File: src/rtl/sum_seq_ctrl.sv
// sum_seq_ctrl: sequencer that sums a block of memory through an external
// accumulator datapath. It clears the accumulator, then for each element it
// issues one memory read and, one cycle later, one accumulator load, and it
// finishes with a one-cycle done pulse.
// Optional feature: define SUM_SEQ_ABORT_EN to add the abort input, which
// cancels a run in CLEAR/READ/ACC without a done pulse.
module sum_seq_ctrl #(
   parameter int unsigned ADDR_W = 8
) (
   input  logic              clk,
   input  logic              rst,
   input  logic              start,
   input  logic [ADDR_W-1:0] base,
   input  logic [ADDR_W-1:0] len,
`ifdef SUM_SEQ_ABORT_EN
   input  logic              abort,
`endif
   output logic [ADDR_W-1:0] mem_addr,
   output logic              mem_rd,
   output logic              clr_acc,
   output logic              ld_acc,
   output logic              busy,
   output logic              done
);

   typedef enum logic [2:0] {
      S_IDLE,
      S_CLEAR,
      S_READ,
      S_ACC,
      S_DONE
   } state_t;

   state_t            state_q, state_d;
   logic [ADDR_W-1:0] addr_q, addr_d;
   logic [ADDR_W-1:0] remain_q, remain_d;
   logic [ADDR_W-1:0] mem_addr_q, mem_addr_d;
   logic              mem_rd_q, mem_rd_d;
   logic              clr_acc_q, clr_acc_d;
   logic              ld_acc_q, ld_acc_d;
   logic              busy_q, busy_d;
   logic              done_q, done_d;

   // Next state, address/count bookkeeping, and outputs decoded from the next
   // state so every output comes straight from a flop.
   always_comb begin
      state_d  = state_q;
      addr_d   = addr_q;
      remain_d = remain_q;

      case (state_q)
         S_IDLE: begin
            if (start) begin
               state_d  = S_CLEAR;
               addr_d   = base;
               remain_d = len;
            end
         end
         S_CLEAR: begin
            state_d = (remain_q == '0) ? S_DONE : S_READ;
         end
         S_READ: begin
            state_d = S_ACC;
         end
         S_ACC: begin
            addr_d   = addr_q + ADDR_W'(1);
            remain_d = remain_q - ADDR_W'(1);
            state_d  = (remain_q == ADDR_W'(1)) ? S_DONE : S_READ;
         end
         S_DONE: begin
            state_d = S_IDLE;
         end
         default: begin
            state_d = S_IDLE;
         end
      endcase

`ifdef SUM_SEQ_ABORT_EN
      if (abort && (state_q == S_CLEAR || state_q == S_READ || state_q == S_ACC)) begin
         state_d = S_IDLE;
      end
`endif

      mem_rd_d   = (state_d == S_READ);
      ld_acc_d   = (state_d == S_ACC);
      clr_acc_d  = (state_d == S_CLEAR);
      done_d     = (state_d == S_DONE);
      busy_d     = (state_d != S_IDLE);
      // Address register is loaded only on entry to READ and otherwise holds.
      mem_addr_d = (state_d == S_READ) ? addr_d : mem_addr_q;
   end

   // State and registered outputs; synchronous reset wins over everything.
   always_ff @(posedge clk) begin
      if (rst) begin
         state_q    <= S_IDLE;
         addr_q     <= '0;
         remain_q   <= '0;
         mem_addr_q <= '0;
         mem_rd_q   <= 1'b0;
         clr_acc_q  <= 1'b0;
         ld_acc_q   <= 1'b0;
         busy_q     <= 1'b0;
         done_q     <= 1'b0;
      end else begin
         state_q    <= state_d;
         addr_q     <= addr_d;
         remain_q   <= remain_d;
         mem_addr_q <= mem_addr_d;
         mem_rd_q   <= mem_rd_d;
         clr_acc_q  <= clr_acc_d;
         ld_acc_q   <= ld_acc_d;
         busy_q     <= busy_d;
         done_q     <= done_d;
      end
   end

   assign mem_addr = mem_addr_q;
   assign mem_rd   = mem_rd_q;
   assign clr_acc  = clr_acc_q;
   assign ld_acc   = ld_acc_q;
   assign busy     = busy_q;
   assign done     = done_q;

endmodule
File: config.mk
export PLATFORM = sky130hd
export DESIGN_NAME = sum_seq_ctrl
export DESIGN_NICKNAME = d
export VERILOG_FILES = /design/src/rtl/sum_seq_ctrl.sv
export SDC_FILE = /design/constraint.sdc
export NUM_CORES = 1
export LEC_CHECK = 0
export BUFFER_PORTS_ARGS = -buffer_cell sky130_fd_sc_hd__buf_2
export CAP_MARGIN = 20
export CELL_PAD_IN_SITES_DETAIL_PLACEMENT = 2
export CELL_PAD_IN_SITES_GLOBAL_PLACEMENT = 2
export CORE_AREA = 2 2 73 75
export DETAILED_ROUTE_END_ITERATION = 7
export DIE_AREA = 0 0 75 77
export GPL_TIMING_DRIVEN = 1
export PLACE_DENSITY = 0.81
export SETUP_SLACK_MARGIN = 0.02
export SYNTH_ARGS = -nofsm -noshare
export SYNTH_HDL_FRONTEND = slang
export SYNTH_SLANG_ARGS = --single-unit
export TNS_END_PERCENT = 1
File: constraint.sdc
create_clock -name clk -period 5.65 [get_ports clk]
set_input_delay 0 -clock clk [delete_from_list [all_inputs] [get_ports clk]]
set_output_delay 0 -clock clk [all_outputs]
set_load 0.005 [all_outputs]
=== Word level (Yosys, flattened, before mapping) ===
Cells that the tools add are included.

* $add $sub $neg: 2
* Equality and inequality tests: 9
* Muxes and demuxes: 8
* Reductions and logical operators: 5

{| class="wikitable"
|+ Operators by type and width
! operator !! count
|-
| one-hot mux 8 bit (2 select lines) || 2
|-
| two-way mux 8 bit || 2
|-
| equality test 3 x 2 -> 1 bit, second input constant || 4
|-
| one-hot mux 3 bit (4 select lines) || 1
|-
| two-way mux 3 bit || 3
|-
| adder 8 x 1 -> 8 bit, second input constant || 1
|-
| equality test 8 x 1 -> 1 bit, second input constant || 1
|-
| zero test 8 bit || 1
|-
| subtractor 8 x 1 -> 8 bit, second input constant || 1
|-
| equality test 3 x 1 -> 1 bit, second input constant || 2
|-
| equality test 3 bit, second input constant || 1
|-
| zero test 3 bit || 1
|-
| nonzero test 3 bit || 1
|-
| != test 2 bit, second input constant || 1
|-
| AND reduction 2 bit || 1
|-
| nonzero test 2 bit || 1
|}

* Flip-flop bits (word level): 32
* Input port bits: 19
* Output and inout bits: 13
* Word-level logic and storage cells: 33

=== Depth between registers and ports, before layout ===
Gate-level depths: netlist of run 1.

* Depth in word-level cells: 4
* Mapped depth: 7
* Gate-level depth less buffers: 6

=== Least setup slack after synthesis of run 1 ===
Ideal clock, no wire load.

* Kind: flip-flop to flip-flop
* Start: register remain_q[2]
* End: register mem_addr_q[7] (netlist: mem_addr[7])
* Setup time: 0.137 ns
* Arrival: 1.708 ns
* Data required time: 5.513 ns
* Setup slack: 3.805 ns
* Stages on the path, launching flop included: 7
* Buffers on the path: 2
* Period minus slack after synthesis: 1.845 ns
* Cell sequence: dfxtp_1 -> or4_4 -> buf_6 -> o41a_1 -> buf_6 -> nor2_1 -> a311oi_2

* Word-level cells in the longest chain between the ends: 4
* Elaborated cells between the ends (all ways): 6
* Those cells by class: eq/ne: 2; mux: 3; reduce/logical: 1

{| class="wikitable"
|+ RTL lines
! item !! RTL line !! text
|-
| from (decl) || 36 || <nowiki>logic [ADDR_W-1:0] remain_q, remain_d;</nowiki>
|-
| from (signal assigned) || 108 || <nowiki>remain_q <= remain_d;</nowiki>
|-
| equality test 8 x 1 -> 1 bit / zero test 8 bit (equally long branches) || 68, 60 ||
|-
| two-way mux 3 bit (on tied branches) || 68, 60 ||
|-
| one-hot mux 3 bit (4 select lines) (*) || 51 || <nowiki>case (state_q)</nowiki>
|-
| equality test 3 x 2 -> 1 bit (*) || 90 || <nowiki>mem_addr_d = (state_d == S_READ) ? addr_d : mem_addr_q;</nowiki>
|-
| to (signal assigned) || 109 || <nowiki>mem_addr_q <= mem_addr_d;</nowiki>
|-
| to (decl) || 37 || <nowiki>logic [ADDR_W-1:0] mem_addr_q, mem_addr_d;</nowiki>
|}

Mark *: on every way between the ends. The rest lies on a longest branch, timed or not.
A chain may end at the register's enable or synchronous reset.

=== Final worst setup path of run 1 ===
* Start: register state_q[1]
* End: register remain_q[4]

* Word-level cells in the longest chain between the ends: 3
* Elaborated cells between the ends (all ways): 6
* Those cells by class: eq/ne: 2; mux: 1; reduce/logical: 3

{| class="wikitable"
|+ RTL lines
! item !! RTL line !! text
|-
| from (decl) || 34 || <nowiki>state_t state_q, state_d;</nowiki>
|-
| from (signal assigned) || 106 || <nowiki>state_q <= state_d;</nowiki>
|-
| equality test 3 x 2 -> 1 bit / zero test 3 bit (equally long branches) || 51 ||
|-
| nonzero test 2 bit (no source line) / != test 2 bit (equally long branches) || -- ||
|-
| AND reduction 2 bit (no source line) || -- ||
|}

Parallel ways exist; a longest one is shown, timed or not.

==> results.toml, run 1 <==
[synth]
synth.avg_cell_area_sq_um = 8.72
netlist_instances = 196
ys_ff_latch = 32
ys_warn_count = 0
syn_nets = 219
synth_edf_count = 0
synth_cell_types = 54
synth_flop_cell = "dfxtp_1"
syn_area_sq_mm = 0.00171
async_flop_share_pct = 0
ys_seq_area_share_pct = 37.5

[worst_setup_path]
cp_max_fo = 22
path_cells = "and3b_1 > nand2_1 > or4_2 > a31oi_1"
path_delay_family = "simple AND/OR/NAND/NOR gates"
crit_path_end_kind = "flip-flop"
cp_slowest_stage_delay_ns = 0.79
critPathKind = "reg -> reg"
critPathSlowestCell = "dfxtp_1"
r2r_end = "remain_q[4]"
r2r-start = "state_q[1]"
r2r_setup_slack_ns = 3.37
r2r_cells = 4
crit_path_start = "state_q[1]"
required_ns = 5.86
crit_buf_inv = 0
cp.arrival_ns = 2.48
startpoint_type = "flip-flop"

[route]
vias_per_cell = 5.66
firstDrtPassIters = 4
drtIter0Drc = 57
wirelength_mm = 4.99
vias = 1658
wl_per_cell_um = 17.0
ant_nets = 0
drcViolationCount = 0

[global_route]
grt_usage_pct = 19.0
grt_max_degree = 30
grt_pass1_wl_mm = 8.36
grt-ovfl-total = 0
grt_pass1_vias = 1691
antenna_found_initial = 0

[timing]
final.setup.worst_slack_ns = 3.37
setup_tns_ns = 0
fmaxAchievable_mhz = 440
finalCritPeriodShare_pct = 40.3
hold_slack_ns = 0.0324
rsz0062_at_grt = "false"
period_needed_ns = 2.28
finalHoldViolations = 0
tightestPinTransition_ns = 0.916
finClkSkew_ns = 0.00292
setup_viol = 0
slew_headroom_pct = 38.8
final_max_slew_viol_count = 0

[die]
die_area_sq_mm = 0.00578
initial_utilization_pct = 34.3
fp.coreArea_sq_mm = 0.00498
io_pins = 32
placementRows = 26
die_x_um = 75
dieHeight_um = 77

[clock_tree]
clk_latency_ns = 0.28
cts_root_buf = "clkbuf_8"
cts_buffer_depth = 2
cts_buffers = 5
h-tree-depth = 2
cts_tree = "yes"
cts.clk_slew.worst_paths_ns = 0.07
postCtsSetupRepairBufs = 0
cts.sink_count = 32

[min_path]
hold_depth = 3
hold_path.class = "in -> reg"
min_to = "remain_q[7]"
min_from = "len[7]"

[outcome]
status = "completed"

[finish]
fin_nets = 245
seqCellArea_sq_um = 641
num_antenna_cells = 0
drive_gt1_share_pct = 22.4
fill_cells = 577
multiInputGateArea_sq_um = 968
area_growth_pct = 18.1

[run]
max-cap-violations = 0

[placement]
dp_slack_ns = 3.38
portBuffers = 31
gp_congestion = 0.779
dp_hpwl_mm = 3.52

[power_and_ir_drop]
p_leak_uw = 0.000776
fin_total_pwr_uw = 648
power.density_mw_per_mm2 = 321
max-vdd-ir-drop_uv = 124
==> metal layers <==
layer	track usage, %	up-vias	share of wire [%]	routed length (um)
met5	0	-	0	0
met4	4.82	0	0.86	43
met3	3.55	5	3.5	176
met2	33.4	26	53	2630
met1	23.0	835	43	2150
li1	-	792	-	-
==> cells in the mapped netlist (5+ instances only) <==
library cell	instances	area (sq um)
nor2_1	22	82.6
nor2b_1	6	37.5
nand2_1	10	37.5
clkbuf_1	8	30.0
nor3_1	5	25.0
a32oi_1	5	43.8
buf_2	5	25.0
a21oi_1	11	55.1
dfxtp_1	32	641
o21ai_0	6	30.0
nand3_1	6	30.0
inv_1	5	18.8
==> registers in the layout, indices dropped and copies added, names as in the netlist <==
name	cells
busy	1
state_q	3
clr_acc	1
remain_q	8
addr_q	8
mem_addr	8
done	1
mem_rd	1
ld_acc	1
==> repair_timing <==
item	CTS	global route
hold endpoints to repair	4	0
gates resized for setup	0	0
hold buffers	4	0
==> power breakdown <==
group	switching (uW)	internal, uW
combinational	79.9	65.1
sequential	36.6	251
clock	85.2	131
total	202	447
==> placed cells by master (no fill, tap or decap), types with 4 or more instances in the layout <==
master          n
inv_1           5
nor3_1          5
nand2_1        10
buf_2          31
dlygate4sd3_1   4
a31oi_1         4
a32oi_1         5
nor2_1         22
a21oi_1        11
ha_1            4
a2bb2oi_1       4
nor2b_1         6
nor4_1          4
nand3_1         6
o21ai_0         6
clkbuf_8        5
dfxtp_1        32
==> through the flow <==
stage                     std cells  util, %  instance area, sq um
after detailed placement        281     37.6                  1870
after global routing            293     40.5                  2020
after floorplan                 196        -                  1710
after global placement          281     37.6                  1870
final                           293     40.5                  2020
after CTS                       293     40.5                  2020
==> cell families (layout without fill, tap and decap cells) <==
group | Yosys count | after routing | share of synthesized area (%)
simple gates | 75 | 75 | 23.8
fa+ha+maj | 4 | 4 | 2.93
mux | 2 | 2 | 1.17
xor+xnor | 1 | 1 | 0.513
buf+inv | 21 | 48 | 5.86
compound gates | 61 | 61 | 28.3
flops | 32 | 32 | 37.5
==> final cells by class <==
cell class	instances	area share, %
sequential	32	31.7
inverter	5	0.930
tap	70	4.34
clock buffer	6	3.60
clock inverter	2	1.74
timing repair buffer	35	9.67
multi-input combinational	143	48.0
==> worst reg2reg max path, stage by stage, from the launching register on <==
cell and delay (ns):
dfxtp_1 0.79, and3b_1 0.58, nand2_1 0.12, or4_2 0.54, a31oi_1 0.17
==> how the worst max path moves through the flow <==
stage,endpoint,depth (start not counted)
after floorplan,mem_addr[7],6
after global placement,remain_q[4],4
after detailed placement,mem_addr[6],4
after CTS,mem_addr[7],4
after global routing,remain_q[4],4
final,remain_q[4],4
(Power assumes the default switching activity.)
==> run 2, diff against run 1 <==
- CORE_AREA: 2 2 73 75 -> 2 2 77 79
- DIE_AREA: 0 0 75 77 -> 0 0 79 81
- PLACE_DENSITY: 0.81 -> 0.74
- clock period: 5.65 -> 2.2 ns (I/O delays scaled with it)
==> results.toml, run 2 (synthesized netlist as in run 1, its figures left out) <==
[outcome]
status = "completed"

[finish]
layout_commonest_cell = "dfxtp_1"
fill_cells = 680
num_antenna_cells = 0
area_growth_pct = 23.1
fin_nets = 253
multiInputGateArea_sq_um = 970
layout_common_cells = "32 x dfxtp_1, 31 x buf_2, 22 x nor2_1"
drive_gt1_share_pct = 26.0
seqCellArea_sq_um = 641

[timing]
final_max_slew_viol_count = 0
setup_viol = 0
tightestPinTransition_ns = 0.598
rsz0062_at_grt = "false"
finClkSkew_ns = 0.00648
setup_tns_ns = 0
slew_headroom_pct = 60.1
final.setup.worst_slack_ns = 0.219
finalHoldViolations = 0
finalCritPeriodShare_pct = 90.0
fmaxAchievable_mhz = 505
period_needed_ns = 1.98

[route]
wirelength_mm = 5.31
drtIter0Drc = 57
vias = 1687
ant_nets = 0
drcViolationCount = 0
vias_per_cell = 5.51
firstDrtPassIters = 4
wl_per_cell_um = 17.4

[worst_setup_path]
crit_path_end_kind = "flip-flop"
path_cells = "or4_4 > o41a_2 > nor2_1 > a311oi_2"
r2r-start = "remain_q[2]"
r2r_setup_slack_ns = 0.22
r2r_cells = 4
critPathKind = "reg -> reg"
r2r_end = "mem_addr[5]"
startpoint_type = "flip-flop"
required_ns = 2.35
cp.arrival_ns = 2.13
critPathSlowestCell = "or4_4"
cp_max_fo = 12
cp_slowest_stage_delay_ns = 0.61

[die]
placementRows = 28
io_pins = 32
die_area_sq_mm = 0.00640
fp.coreArea_sq_mm = 0.00568
initial_utilization_pct = 30.1
die_x_um = 79
dieHeight_um = 81

[placement]
portBuffers = 31
dp_slack_ns = 0.135
gp_congestion = 0.738
dp_hpwl_mm = 3.94

[global_route]
grt_usage_pct = 17.8
grt_pass1_vias = 1751
grt-ovfl-total = 0
grt_max_degree = 30
antenna_found_initial = 0
grt_pass1_wl_mm = 8.85

[clock_tree]
h-tree-depth = 2
cts_tree = "yes"
cts_buffers = 5
clk_latency_ns = 0.29
cts.clk_slew.worst_paths_ns = 0.07
cts_root_buf = "clkbuf_8"
cts_buffer_depth = 2
postCtsSetupRepairBufs = 0
cts.sink_count = 32

[power_and_ir_drop]
fin_total_pwr_uw = 1770
max-vdd-ir-drop_uv = 366
power.density_mw_per_mm2 = 843
p_leak_uw = 0.000831

[min_path]
min_to = "remain_q[0]"
min_from = "len[0]"
hold_depth = 3
hold_path.class = "in -> reg"

[run]
max-cap-violations = 0
==> run 2: timing repair <==
action	in CTS	in global routing
gates resized for setup	0	1
endpoints found under the hold margin	4	0
endpoints found under the setup margin	0	2
hold buffers	4	0
==> run 2: per-layer routing <==
metal | GRT usage (%) | vias up | wire length (um)
li1 | - | 803 | -
met1 | 22.6 | 851 | 2500
met2 | 30.8 | 26 | 2610
met3 | 2.67 | 7 | 150
met4 | 5.86 | 0 | 61
met5 | 0 | - | 0
==> run 2: worst max path at each step <==
stage                             end  slack [ns]         from  depth (start not counted)
after floorplan           mem_addr[7]        0.35  remain_q[2]                          6
after global placement    mem_addr[7]        0.22  remain_q[2]                          4
after detailed placement  mem_addr[5]        0.13  remain_q[2]                          4
after CTS                 mem_addr[5]        0.13  remain_q[2]                          4
after global routing      remain_q[5]        0.09   state_q[1]                          6
final                     mem_addr[5]        0.22  remain_q[2]                          4
==> run 2: layout make-up <==
cell class	count	share of cell area [%]
inverter	5	0.892
sequential	32	30.4
timing repair buffer	43	12.1
tap	75	4.46
clock buffer	7	4.58
clock inverter	1	1.43
multi-input combinational	143	46.1
==> run 2: power breakdown <==
group          internal (uW)  leakage [uW]  switching, uW
logic                    185      0.000504            226
registers                644      0.000263           80.1
clock network            400     0.0000645            240
==> run 2: worst max-delay path: cells and delay by family (launching register included) <==
kind / cells / cell delay [ns]
compound gates: 2 / 0.67
flops: 1 / 0.37
simple gates: 2 / 0.79
==> run 2: stage by stage <==
| stage | utilization [%] | hold WS [ns] | instances | instance area (sq um) |
|---|---|---|---|---|
| 2_1_floorplan | - | 0.0918 | 196 | 1710 |
| 3_3_place_gp | 34.1 | 0.252 | 294 | 1940 |
| 3_5_place_dp | 34.1 | 0.257 | 294 | 1940 |
| 4_1_cts | 37.1 | 0.0126 | 306 | 2100 |
| 5_1_grt | 37.1 | 0.0579 | 306 | 2100 |
| 6_report | 37.1 | 0.0243 | 306 | 2100 |
